## config.mk

```make
export PLATFORM = sky130hd
export DESIGN_NAME = level_sequencer_flat
export DESIGN_NICKNAME = d
export VERILOG_FILES = /design/src/rtl/game_pkg.sv /design/src/rtl/level_sequencer_if.sv /design/src/rtl/frame_timer.sv /design/src/rtl/level_sequencer.sv /design/src/flat_wrapper.sv
export SDC_FILE = /design/constraint.sdc
export NUM_CORES = 1
export LEC_CHECK = 0
export ABC_CLOCK_PERIOD_IN_PS = 2050
export BUFFER_PORTS_ARGS = -buffer_cell sky130_fd_sc_hd__buf_2
export CORE_ASPECT_RATIO = 0.9
export CORE_MARGIN = 1
export CORE_UTILIZATION = 25
export DETAILED_ROUTE_END_ITERATION = 12
export PLACE_DENSITY_LB_ADDON = 0.1
export SLEW_MARGIN = 20
export SYNTH_ARGS = -nofsm -noshare
export SYNTH_HDL_FRONTEND = slang
export SYNTH_SLANG_ARGS = --single-unit
export TNS_END_PERCENT = 30
```

## constraint.sdc

```tcl
create_clock -name clk -period 2.05 [get_ports clk]
set_input_delay 0.1025 -clock clk [delete_from_list [all_inputs] [get_ports clk]]
set_output_delay 0.1025 -clock clk [all_outputs]
set_load 0.02 [all_outputs]
```

## src/rtl/game_pkg.sv

```systemverilog
// Shared types and helpers for the loot-field game sequencer: loot types and values,
// sequencer states, saturating score arithmetic.
package game_pkg;

    localparam int unsigned SCORE_W = 16;
    localparam int unsigned TIME_W  = 7;
    localparam int unsigned LVL_W   = 3;
    localparam int unsigned LOOT_W  = 3;

    typedef enum logic [LOOT_W-1:0] {
        NONE    = 3'd0,
        GOLD    = 3'd1,
        ROCK    = 3'd2,
        DIAMOND = 3'd3,
        GOBLET  = 3'd4
    } loot_e;

    localparam logic [SCORE_W-1:0] GOLD_VALUE    = 16'd100;
    localparam logic [SCORE_W-1:0] ROCK_VALUE    = 16'd10;
    localparam logic [SCORE_W-1:0] DIAMOND_VALUE = 16'd300;
    localparam logic [SCORE_W-1:0] GOBLET_VALUE  = 16'd500;

    typedef enum logic [2:0] {
        IDLE, LAUNCH, SETTLE, PLAY, CHECK, WON, LOST, DONE
    } state_e;

    // Unknown loot codes (0, 5..7) are worth nothing.
    function automatic logic [SCORE_W-1:0] loot_value(input logic [LOOT_W-1:0] t);
        case (t)
            GOLD:    return GOLD_VALUE;
            ROCK:    return ROCK_VALUE;
            DIAMOND: return DIAMOND_VALUE;
            GOBLET:  return GOBLET_VALUE;
            default: return '0;
        endcase
    endfunction

    function automatic logic [SCORE_W-1:0] sat_add(input logic [SCORE_W-1:0] a,
                                                   input logic [SCORE_W-1:0] b);
        logic [SCORE_W:0] s;
        s = {1'b0, a} + {1'b0, b};
        return s[SCORE_W] ? '1 : s[SCORE_W-1:0];
    endfunction

endpackage

```

## src/rtl/level_sequencer_if.sv

```systemverilog
// Player/field-facing signal bundle of the level sequencer.
// field_empty exists only when LEVEL_SEQ_TIME_BONUS_EN is defined.
interface level_sequencer_if;
    logic                         start_game;
    logic                         start_of_frame;
    logic [game_pkg::LOOT_W-1:0]  caugth_loot_type;
`ifdef LEVEL_SEQ_TIME_BONUS_EN
    logic                         field_empty;
`endif
    logic                         start_level;
    logic [game_pkg::LVL_W-1:0]   level_num;
    logic [game_pkg::SCORE_W-1:0] score;
    logic [game_pkg::SCORE_W-1:0] target;
    logic [game_pkg::TIME_W-1:0]  time_left;
    logic                         playing;
    logic                         level_won;
    logic                         game_over;

`ifdef LEVEL_SEQ_TIME_BONUS_EN
    modport master (output start_game, start_of_frame, caugth_loot_type, field_empty,
                    input  start_level, level_num, score, target, time_left,
                           playing, level_won, game_over);
    modport slave  (input  start_game, start_of_frame, caugth_loot_type, field_empty,
                    output start_level, level_num, score, target, time_left,
                           playing, level_won, game_over);
`else
    modport master (output start_game, start_of_frame, caugth_loot_type,
                    input  start_level, level_num, score, target, time_left,
                           playing, level_won, game_over);
    modport slave  (input  start_game, start_of_frame, caugth_loot_type,
                    output start_level, level_num, score, target, time_left,
                           playing, level_won, game_over);
`endif
endinterface

```

## src/rtl/frame_timer.sv

```systemverilog
// Per-level countdown: divides start_of_frame pulses into seconds and counts time_left down.
// expired is a same-cycle strobe on the 1->0 tick so the sequencer leaves PLAY on that edge.
module frame_timer
    import game_pkg::*;
#(
    parameter int unsigned FRAMES_PER_SEC = 60,
    parameter int unsigned LEVEL_TIME_SEC = 60
) (
    input  logic              clk,
    input  logic              rst_n,
    input  logic              load,
    input  logic              enable,
    input  logic              start_of_frame,
    output logic [TIME_W-1:0] time_left,
    output logic              expired
);

    localparam int unsigned FC_W = (FRAMES_PER_SEC > 1) ? $clog2(FRAMES_PER_SEC) : 1;

    logic [FC_W-1:0]   frame_q, frame_d;
    logic [TIME_W-1:0] time_q, time_d;
    logic              sec_tick_c;

    always_comb begin
        frame_d    = frame_q;
        time_d     = time_q;
        sec_tick_c = enable && start_of_frame && (frame_q == FC_W'(FRAMES_PER_SEC - 1));
        expired    = sec_tick_c && (time_q == TIME_W'(1));
        if (load) begin
            frame_d = '0;
            time_d  = TIME_W'(LEVEL_TIME_SEC);
        end else if (sec_tick_c) begin
            frame_d = '0;
            if (time_q != '0) time_d = time_q - TIME_W'(1);
        end else if (enable && start_of_frame) begin
            frame_d = frame_q + FC_W'(1);
        end
    end

    always_ff @(posedge clk or negedge rst_n) begin
        if (!rst_n) begin
            frame_q <= '0;
            time_q  <= TIME_W'(LEVEL_TIME_SEC);
        end else begin
            frame_q <= frame_d;
            time_q  <= time_d;
        end
    end

    assign time_left = time_q;

endmodule

```

## src/rtl/level_sequencer.sv

```systemverilog
// Game sequencer for the loot field: launches levels, times play, scores catches, decides outcome.
// Optional LEVEL_SEQ_TIME_BONUS_EN: field_empty early exit and remaining-time bonus on a pass.
module level_sequencer
    import game_pkg::*;
#(
    parameter int unsigned        FRAMES_PER_SEC = 60,
    parameter int unsigned        LEVEL_TIME_SEC = 60,
    parameter int unsigned        SETTLE_CYCLES  = 256,
    parameter logic [SCORE_W-1:0] BASE_TARGET    = 16'd500,
    parameter logic [SCORE_W-1:0] TARGET_STEP    = 16'd400,
    parameter logic [LVL_W-1:0]   MAX_LEVEL      = 3'd7
) (
    input  logic                 clk,
    input  logic                 resetN,
    level_sequencer_if.slave     bus
);

    localparam int unsigned SET_W = $clog2(SETTLE_CYCLES + 1);

    state_e             state_q, state_d;
    logic               sg_q, sg_d;
    logic               go_q, go_d;
    logic [LVL_W-1:0]   level_q, level_d;
    logic [SCORE_W-1:0] score_q, score_d;
    logic [SCORE_W-1:0] target_q, target_d;
    logic [SET_W-1:0]   settle_q, settle_d;
    logic               start_level_q, start_level_d;
    logic               playing_q, playing_d;
    logic               won_q, won_d;
    logic               over_q, over_d;
    logic [TIME_W-1:0]  time_left;
    logic               expired;
    logic               pass_c;
    logic               early_exit_c;

    frame_timer #(
        .FRAMES_PER_SEC (FRAMES_PER_SEC),
        .LEVEL_TIME_SEC (LEVEL_TIME_SEC)
    ) u_timer (
        .clk            (clk),
        .rst_n          (resetN),
        .load           (state_q == LAUNCH),
        .enable         (state_q == PLAY),
        .start_of_frame (bus.start_of_frame),
        .time_left      (time_left),
        .expired        (expired)
    );

    assign pass_c = (score_q >= target_q);
`ifdef LEVEL_SEQ_TIME_BONUS_EN
    assign early_exit_c = bus.field_empty;
`else
    assign early_exit_c = 1'b0;
`endif

    always_ff @(posedge clk or negedge resetN) begin
        if (!resetN) state_q <= IDLE;
        else         state_q <= state_d;
    end

    always_comb begin
        state_d = state_q;
        case (state_q)
            IDLE, WON, LOST, DONE: if (go_q) state_d = LAUNCH;
            LAUNCH: state_d = SETTLE;
            SETTLE: if (settle_q == SET_W'(SETTLE_CYCLES - 1)) state_d = PLAY;
            PLAY:   if (expired || early_exit_c) state_d = CHECK;
            CHECK: begin
                if (pass_c && (level_q == MAX_LEVEL)) state_d = DONE;
                else if (pass_c)                      state_d = WON;
                else                                  state_d = LOST;
            end
            default: state_d = IDLE;
        endcase
    end

    // Datapath and flags; flags decode the next state so they move with it.
    always_comb begin
        sg_d          = bus.start_game;
        go_d          = bus.start_game & ~sg_q;
        level_d       = level_q;
        score_d       = score_q;
        target_d      = target_q;
        settle_d      = settle_q;
        start_level_d = (state_d == LAUNCH);
        playing_d     = (state_d == PLAY);
        won_d         = (state_d == WON);
        over_d        = (state_d == LOST) || (state_d == DONE);
        case (state_q)
            IDLE, LOST, DONE: if (go_q) begin
                level_d  = LVL_W'(1);
                score_d  = '0;
                target_d = BASE_TARGET;
            end
            WON: if (go_q) begin
                level_d  = level_q + LVL_W'(1);
                target_d = sat_add(target_q, TARGET_STEP);
            end
            LAUNCH: settle_d = '0;
            SETTLE: settle_d = settle_q + SET_W'(1);
            PLAY:   score_d  = sat_add(score_q, loot_value(bus.caugth_loot_type));
`ifdef LEVEL_SEQ_TIME_BONUS_EN
            CHECK:  if (pass_c) score_d = sat_add(score_q, SCORE_W'(time_left) * SCORE_W'(10));
`endif
            default: ;
        endcase
    end

    always_ff @(posedge clk or negedge resetN) begin
        if (!resetN) begin
            sg_q          <= 1'b0;
            go_q          <= 1'b0;
            level_q       <= '0;
            score_q       <= '0;
            target_q      <= BASE_TARGET;
            settle_q      <= '0;
            start_level_q <= 1'b0;
            playing_q     <= 1'b0;
            won_q         <= 1'b0;
            over_q        <= 1'b0;
        end else begin
            sg_q          <= sg_d;
            go_q          <= go_d;
            level_q       <= level_d;
            score_q       <= score_d;
            target_q      <= target_d;
            settle_q      <= settle_d;
            start_level_q <= start_level_d;
            playing_q     <= playing_d;
            won_q         <= won_d;
            over_q        <= over_d;
        end
    end

    assign bus.start_level = start_level_q;
    assign bus.level_num   = level_q;
    assign bus.score       = score_q;
    assign bus.target      = target_q;
    assign bus.time_left   = time_left;
    assign bus.playing     = playing_q;
    assign bus.level_won   = won_q;
    assign bus.game_over   = over_q;

endmodule

```

## src/flat_wrapper.sv

```systemverilog
// flat-port wrapper written by rule: the top's interface ports become plain ports
module level_sequencer_flat import game_pkg::*;
#(
    parameter int unsigned        FRAMES_PER_SEC = 60,
    parameter int unsigned        LEVEL_TIME_SEC = 60,
    parameter int unsigned        SETTLE_CYCLES  = 256,
    parameter logic [SCORE_W-1:0] BASE_TARGET    = 16'd500,
    parameter logic [SCORE_W-1:0] TARGET_STEP    = 16'd400,
    parameter logic [LVL_W-1:0]   MAX_LEVEL      = 3'd7
)
  (clk, resetN, bus_start_game, bus_start_of_frame, bus_caugth_loot_type, bus_start_level, bus_level_num, bus_score, bus_target, bus_time_left, bus_playing, bus_level_won, bus_game_over);
  level_sequencer_if bus_i ();
  input  logic clk;
  input  logic resetN;
  input wire logic [$bits(bus_i.start_game)-1:0] bus_start_game;
  input wire logic [$bits(bus_i.start_of_frame)-1:0] bus_start_of_frame;
  input wire logic [$bits(bus_i.caugth_loot_type)-1:0] bus_caugth_loot_type;
  output wire logic [$bits(bus_i.start_level)-1:0] bus_start_level;
  output wire logic [$bits(bus_i.level_num)-1:0] bus_level_num;
  output wire logic [$bits(bus_i.score)-1:0] bus_score;
  output wire logic [$bits(bus_i.target)-1:0] bus_target;
  output wire logic [$bits(bus_i.time_left)-1:0] bus_time_left;
  output wire logic [$bits(bus_i.playing)-1:0] bus_playing;
  output wire logic [$bits(bus_i.level_won)-1:0] bus_level_won;
  output wire logic [$bits(bus_i.game_over)-1:0] bus_game_over;
  assign bus_i.start_game = bus_start_game;
  assign bus_i.start_of_frame = bus_start_of_frame;
  assign bus_i.caugth_loot_type = bus_caugth_loot_type;
  assign bus_start_level = bus_i.start_level;
  assign bus_level_num = bus_i.level_num;
  assign bus_score = bus_i.score;
  assign bus_target = bus_i.target;
  assign bus_time_left = bus_i.time_left;
  assign bus_playing = bus_i.playing;
  assign bus_level_won = bus_i.level_won;
  assign bus_game_over = bus_i.game_over;
  level_sequencer #(.FRAMES_PER_SEC(FRAMES_PER_SEC), .LEVEL_TIME_SEC(LEVEL_TIME_SEC), .SETTLE_CYCLES(SETTLE_CYCLES), .BASE_TARGET(BASE_TARGET), .TARGET_STEP(TARGET_STEP), .MAX_LEVEL(MAX_LEVEL)) u_core (.clk(clk), .resetN(resetN), .bus(bus_i));
endmodule
```

After elaboration in Yosys (flattened, before gate mapping)
Index checks and enable logic that the tools add are counted.
{"block": "word_totals", "input_bits": 7, "output_inout_bits": 46, "ff_bits": 66, "word_cells": 87}
{"block": "classes", "eq_ne": 22, "muxes": 25, "bitwise_logic": 2, "add_sub_neg": 6, "order_cmp": 1, "reduce_logical": 18}
{"operator": "$mux W16", "count": 6}
{"operator": "$pmux W16 S2", "count": 2}
{"operator": "$pmux W9 S4", "count": 1}
{"operator": "$eq A3 B3 Y1 const B", "count": 9}
{"operator": "$mux W7", "count": 3}
{"operator": "$mux W3", "count": 6}
{"operator": "$mux W6", "count": 3}
{"operator": "$pmux W9 S2", "count": 1}
{"operator": "$add A16 B16 Y17", "count": 1}
{"operator": "$add A16 B9 Y17 const B", "count": 1}
{"operator": "$ge A16 B16 Y1", "count": 1}
{"operator": "$eq A3 B2 Y1 const B", "count": 5}
{"operator": "$pmux W3 S5", "count": 1}
{"operator": "$reduce_bool A2 Y1", "count": 5}
{"operator": "$add A9 B1 Y9 const B", "count": 1}
{"operator": "$eq A3 B1 Y1 const B", "count": 3}
{"operator": "$eq A9 B8 Y1 const B", "count": 1}
{"operator": "$eq A7 B1 Y1 const B", "count": 1}
{"operator": "$reduce_bool A7 Y1", "count": 1}
{"operator": "$sub A7 B1 Y7 const B", "count": 1}
{"operator": "$add A6 B1 Y6 const B", "count": 1}
{"operator": "$eq A6 B6 Y1 const B", "count": 1}
{"operator": "$pmux W3 S2", "count": 1}
{"operator": "$logic_and A1 B1 Y1", "count": 4}
{"operator": "other kinds (12)", "count": 14}

Logic depth before layout (Yosys ltp)
{"block": "logic_depth", "depth_word": 8, "depth_mapped": 10, "depth_no_buf": 10}

Modules after synthesis
Synthesis repeated with hierarchy kept, for this count alone.
{"block": "unflattened", "hier_cells": 452, "area_unflattened_um2": 4170.2}
{"module": "level_sequencer", "seq_area_each_um2": 1283.7, "cells_per_inst": 371, "n_inst": 1, "area_each_um2": 3408.3}
{"module": "frame_timer", "seq_area_each_um2": 330.3, "cells_per_inst": 81, "n_inst": 1, "area_each_um2": 762.0}

Worst setup path before layout
No wires, ideal clock.
{"block": "synth_path", "kind": "register to register", "startpoint": "reg, netlist name u_core.bus.target[13]", "endpoint": "reg u_core.level_q[1] (netlist: u_core.bus.level_num[1])", "path_stages_with_launch": 9, "path_slack_ns": -0.346, "setup_ns": 0.121, "required_ns": 1.929, "synth_period_minus_slack_ns": 2.396, "path_buffers": 0, "arrival_time_ns": 2.275, "cell_sequence": "dfrtp_1 > inv_1 > ha_1 > and4_1 > nand4_1 > or4_4 > a31oi_4 > o21ai_4 > a22o_1"}
{"element": "end signal: assignment", "line_no": "level_sequencer.sv:124", "text": "level_q <= level_d;"}
{"element": "end: declaration", "line_no": "level_sequencer.sv:23", "text": "logic [LVL_W-1:0] level_q, level_d;"}

==> metrics <==
status finished, violations left; failing checks negative setup slack; final std cells w/o fill 808; Synth-to-Final Area Change 44.08%; share of cells above drive strength 1 0.3861; root buf cell clkbuf_16; Rel. slew slack 0.6762; Hold WS 61.43 ps; sw power 0.001915 W; CP peak stage delay 520 ps; Setup Crit Path Kind reg -> reg; Final Max Tran Viols 0; Worst setup SP type flop; pin count of the biggest net entering global routing 22; dpl hpwl 9362 µm; average cell area after synthesis 8.950 µm²; vias in the first global route 3,872; Cell Int Power 0.003469 W; Final setup viols 17; Tmin final 2290 ps; n_diodes 0; GP Congestion 0.7891; Netlist cell types 59; crit path buf inv count 0; vias 3,976; cell family with the largest share of critical-path delay simple AND/OR/NAND/NOR gates; clk slew on worst S/H paths 50 ps; RSZ-0062 raised after global routing yes; Slew @ Worst Pin 485.6 ps; Synth Instances 450; Fin. Hold Viols 0; Setup Skew 6.187 ps; core area 15,600 µm²; initial antenna violation count 0; CP Max Fanout 8; Initial DRC Count 214; deepest clock path buffer count 2; total gr overflow 0; pre-CTS setup slack -293.1 ps; nets 641; class of the worst hold path in -> reg; mean routed wirelength per cell 14.94 µm; cell chain of the critical path ha_4, and4_4, nand4_1, or4_4, a31oi_4, o21ai_4, a22o_1; # IOs 53; Die Width 135.8 µm; Comb power frac 0.385; crit path capture type flop; synthesized net count 490; TritonCTS Buffers 9; Max Freq 0.4366 GHz; Clk pwr share 0.287; Critical Path AT 2510 ps; # DRC 0; Setup TNS -2269 ps; total iterations of the first detailed-routing run 4; starting density of the core 0.2581; Vias/cell 4.921; share of power burned in registers 0.328; first-pass GRT wire length 20,050 µm; DP Cell Count 789; Syn Std Cell Area 4028 µm²; # rows 43; Post-synth ARST share 1.000; switching share of power 0.3557; Antenna Nets Post-Route 0; sequential share of the synthesized area 0.4007; total power 0.005384 W; peak supply drop 484.1 µV; final period utilization 1.117; P per Cell Area 927.8 nW/µm²; Max-Cap Viols 0; CTS tree built; Die Y-Extent 122.4 µm; I/O Buffers 52; Seq cells post-synth 64; EDFF count, synth 0; YS warnings 0; total routed wirelength 12,070 µm; total global-route track usage 0.1581; top_reg_cell synth dfrtp_1; Worst-Skew Late Latency 340 ps; CP required 2270 ps; H-tree depth 3; CP max stage cell or4_4; die area 16,620 µm²; PnR worst setup slack -240.3 ps; P_leak 2.722 nW; clock sink total 64; Fill cells 1,627
registers in the layout, summed over array words and instances (netlist names):
| register | count |
|---|---|
| u_core.bus.game_over | 1 |
| u_core.bus.level_num | 3 |
| u_core.sg_q | 1 |
| u_core.u_timer.frame_q | 6 |
| u_core.state_q | 3 |
| u_core.go_q | 1 |
| u_core.bus.level_won | 1 |
| u_core.u_timer.time_left | 7 |
| u_core.bus.playing | 1 |
| u_core.bus.start_level | 1 |
| u_core.settle_q | 9 |
| u_core.bus.target | 14 |
| u_core.bus.score | 16 |
worst min-delay path: stages:
cell	delay [ps]
buf_2	130
nand3_1	70
a21oi_1	60
repair_timing:
| item | in CTS | in global routing |
|---|---|---|
| hold buffers | 2 | 0 |
| hold endpoints to repair | 11 | 0 |
| setup buffers | 1 | 1 |
| gates resized for setup | 30 | 15 |
| pin swaps | 24 | 7 |
| setup endpoints to repair | 35 | 36 |
placed cells by master, fill, tap and decap left out, drive strengths merged, types with 2 or more instances in the layout:
cell and n:
nand2b 9, a22oi 2, nor2b 6, nand4 7
xor2 3, nand2 35, dlygate4sd3 2, a21oi 39
buf 154, and2 3, nor4 4, and3 5
o31ai 2, a21o 11, a41oi 2, or4 2
mux2i 2, dfrtp 54, nand3 19, nor3 18
o211ai 2, a22o 3, dfstp 10, or3 3
o41ai 2, clkbuf 11, xnor2 9, a221o 9
ha 32, o22ai 2, inv 26, nor2 41
clkinv 3, or2 4, a31oi 16, o21a 4
o21ai 32
worst paths after layout:
kind | startpoint | slack [ps] | cells after the start | to
worst max-delay path | u_core.bus.score[13]$_DFFE_PN0P_ | -240 | 7 | u_core.bus.level_num[1]$_DFFE_PN0P_
worst min-delay path | bus_start_of_frame | 60 | 3 | u_core.u_timer.frame_q[1]$_DFFE_PN0P_
worst max register to register | u_core.bus.score[13]$_DFFE_PN0P_ | -240 | 7 | u_core.bus.level_num[1]$_DFFE_PN0P_
worst min register to register | u_core.sg_q$_DFF_PN0_ | 390 | 1 | u_core.go_q$_DFF_PN0_
max in group asynchronous | resetN | 1270 | 3 | u_core.bus.target[4]$_DFFE_PN1P_
min in group asynchronous | resetN | 240 | 2 | u_core.state_q[2]$_DFF_PN0_
synth_stat cells (2+ instances only):
master / n / share of area
dfrtp_1: 54 / 0.34
nor2_1: 41 / 0.038
a21oi_1: 39 / 0.048
nand2_1: 35 / 0.033
ha_1: 32 / 0.099
o21ai_0: 30 / 0.037
inv_1: 25 / 0.023
nand3_1: 19 / 0.024
nor3_1: 17 / 0.021
a31oi_1: 15 / 0.023
a21o_1: 11 / 0.021
clkbuf_1: 11 / 0.010
dfstp_2: 10 / 0.065
a221o_1: 9 / 0.022
nand2b_1: 9 / 0.014
xnor2_1: 9 / 0.020
nand4_1: 7 / 0.011
nor2b_1: 6 / 0.0093
and3_1: 5 / 0.0078
nor4_1: 4 / 0.0062
o21a_1: 4 / 0.0075
a22o_1: 3 / 0.0065
and2_1: 3 / 0.0047
buf_2: 3 / 0.0037
or2_2: 3 / 0.0047
or3_1: 3 / 0.0047
xor2_1: 3 / 0.0065
a22oi_1: 2 / 0.0037
a41oi_1: 2 / 0.0043
buf_4: 2 / 0.0037
mux2i_1: 2 / 0.0050
o211ai_1: 2 / 0.0037
o22ai_1: 2 / 0.0031
o31ai_1: 2 / 0.0037
o41ai_1: 2 / 0.0043
stage by stage:
step	utilization	cell area [µm²]
global placement	0.3393	5294
CTS	0.3670	5725
detailed placement	0.3393	5294
floorplan	-	4069
finish	0.3719	5803
global route	0.3719	5803
final cells by class:
| type | instances | area (µm²) | share of cell area |
|---|---|---|---|
| Tap cell | 202 | 252.7 | 0.04355 |
| Sequential cell | 64 | 1625 | 0.2801 |
| Clock inverter | 5 | 56.30 | 0.009702 |
| Timing Repair Buffer | 156 | 1082 | 0.1865 |
| Clock buffer | 11 | 242.7 | 0.04183 |
| Inverter | 26 | 100.1 | 0.01725 |
| Multi-Input combinational cell | 344 | 2444 | 0.4211 |
power groups by stage:
stage	Sequential (W)	Combinational, W	Clock (W)
6_report	0.00176	0.00207	0.00155
5_1_grt	0.00180	0.00232	0.00165
4_1_cts	0.00176	0.00206	0.00161
3_5_place_dp	0.00177	0.00200	0
3_3_place_gp	0.00176	0.00198	0
2_1_floorplan	0.00188	0.000971	0
logic make-up after synthesis:
kind of cell | count (synthesis) | synth area share
and+or+nand+nor | 160 | 0.1963
AOI/OAI and AO/OA | 137 | 0.2255
DFF | 64 | 0.4007
buffers and inverters | 42 | 0.04194
adders and majority gates | 33 | 0.1044
xor gates and xnor gates | 12 | 0.02610
muxes | 2 | 0.004971
per-layer routing:
layer	up-vias	global-route usage	part of all wire
li1	1955	-	-
met1	1926	0.2243	0.51
met2	86	0.2267	0.43
met3	9	0.04502	0.049
met4	0	0.05337	0.014
met5	-	0	0
Note: power is estimated with default switching activity, not from simulation.
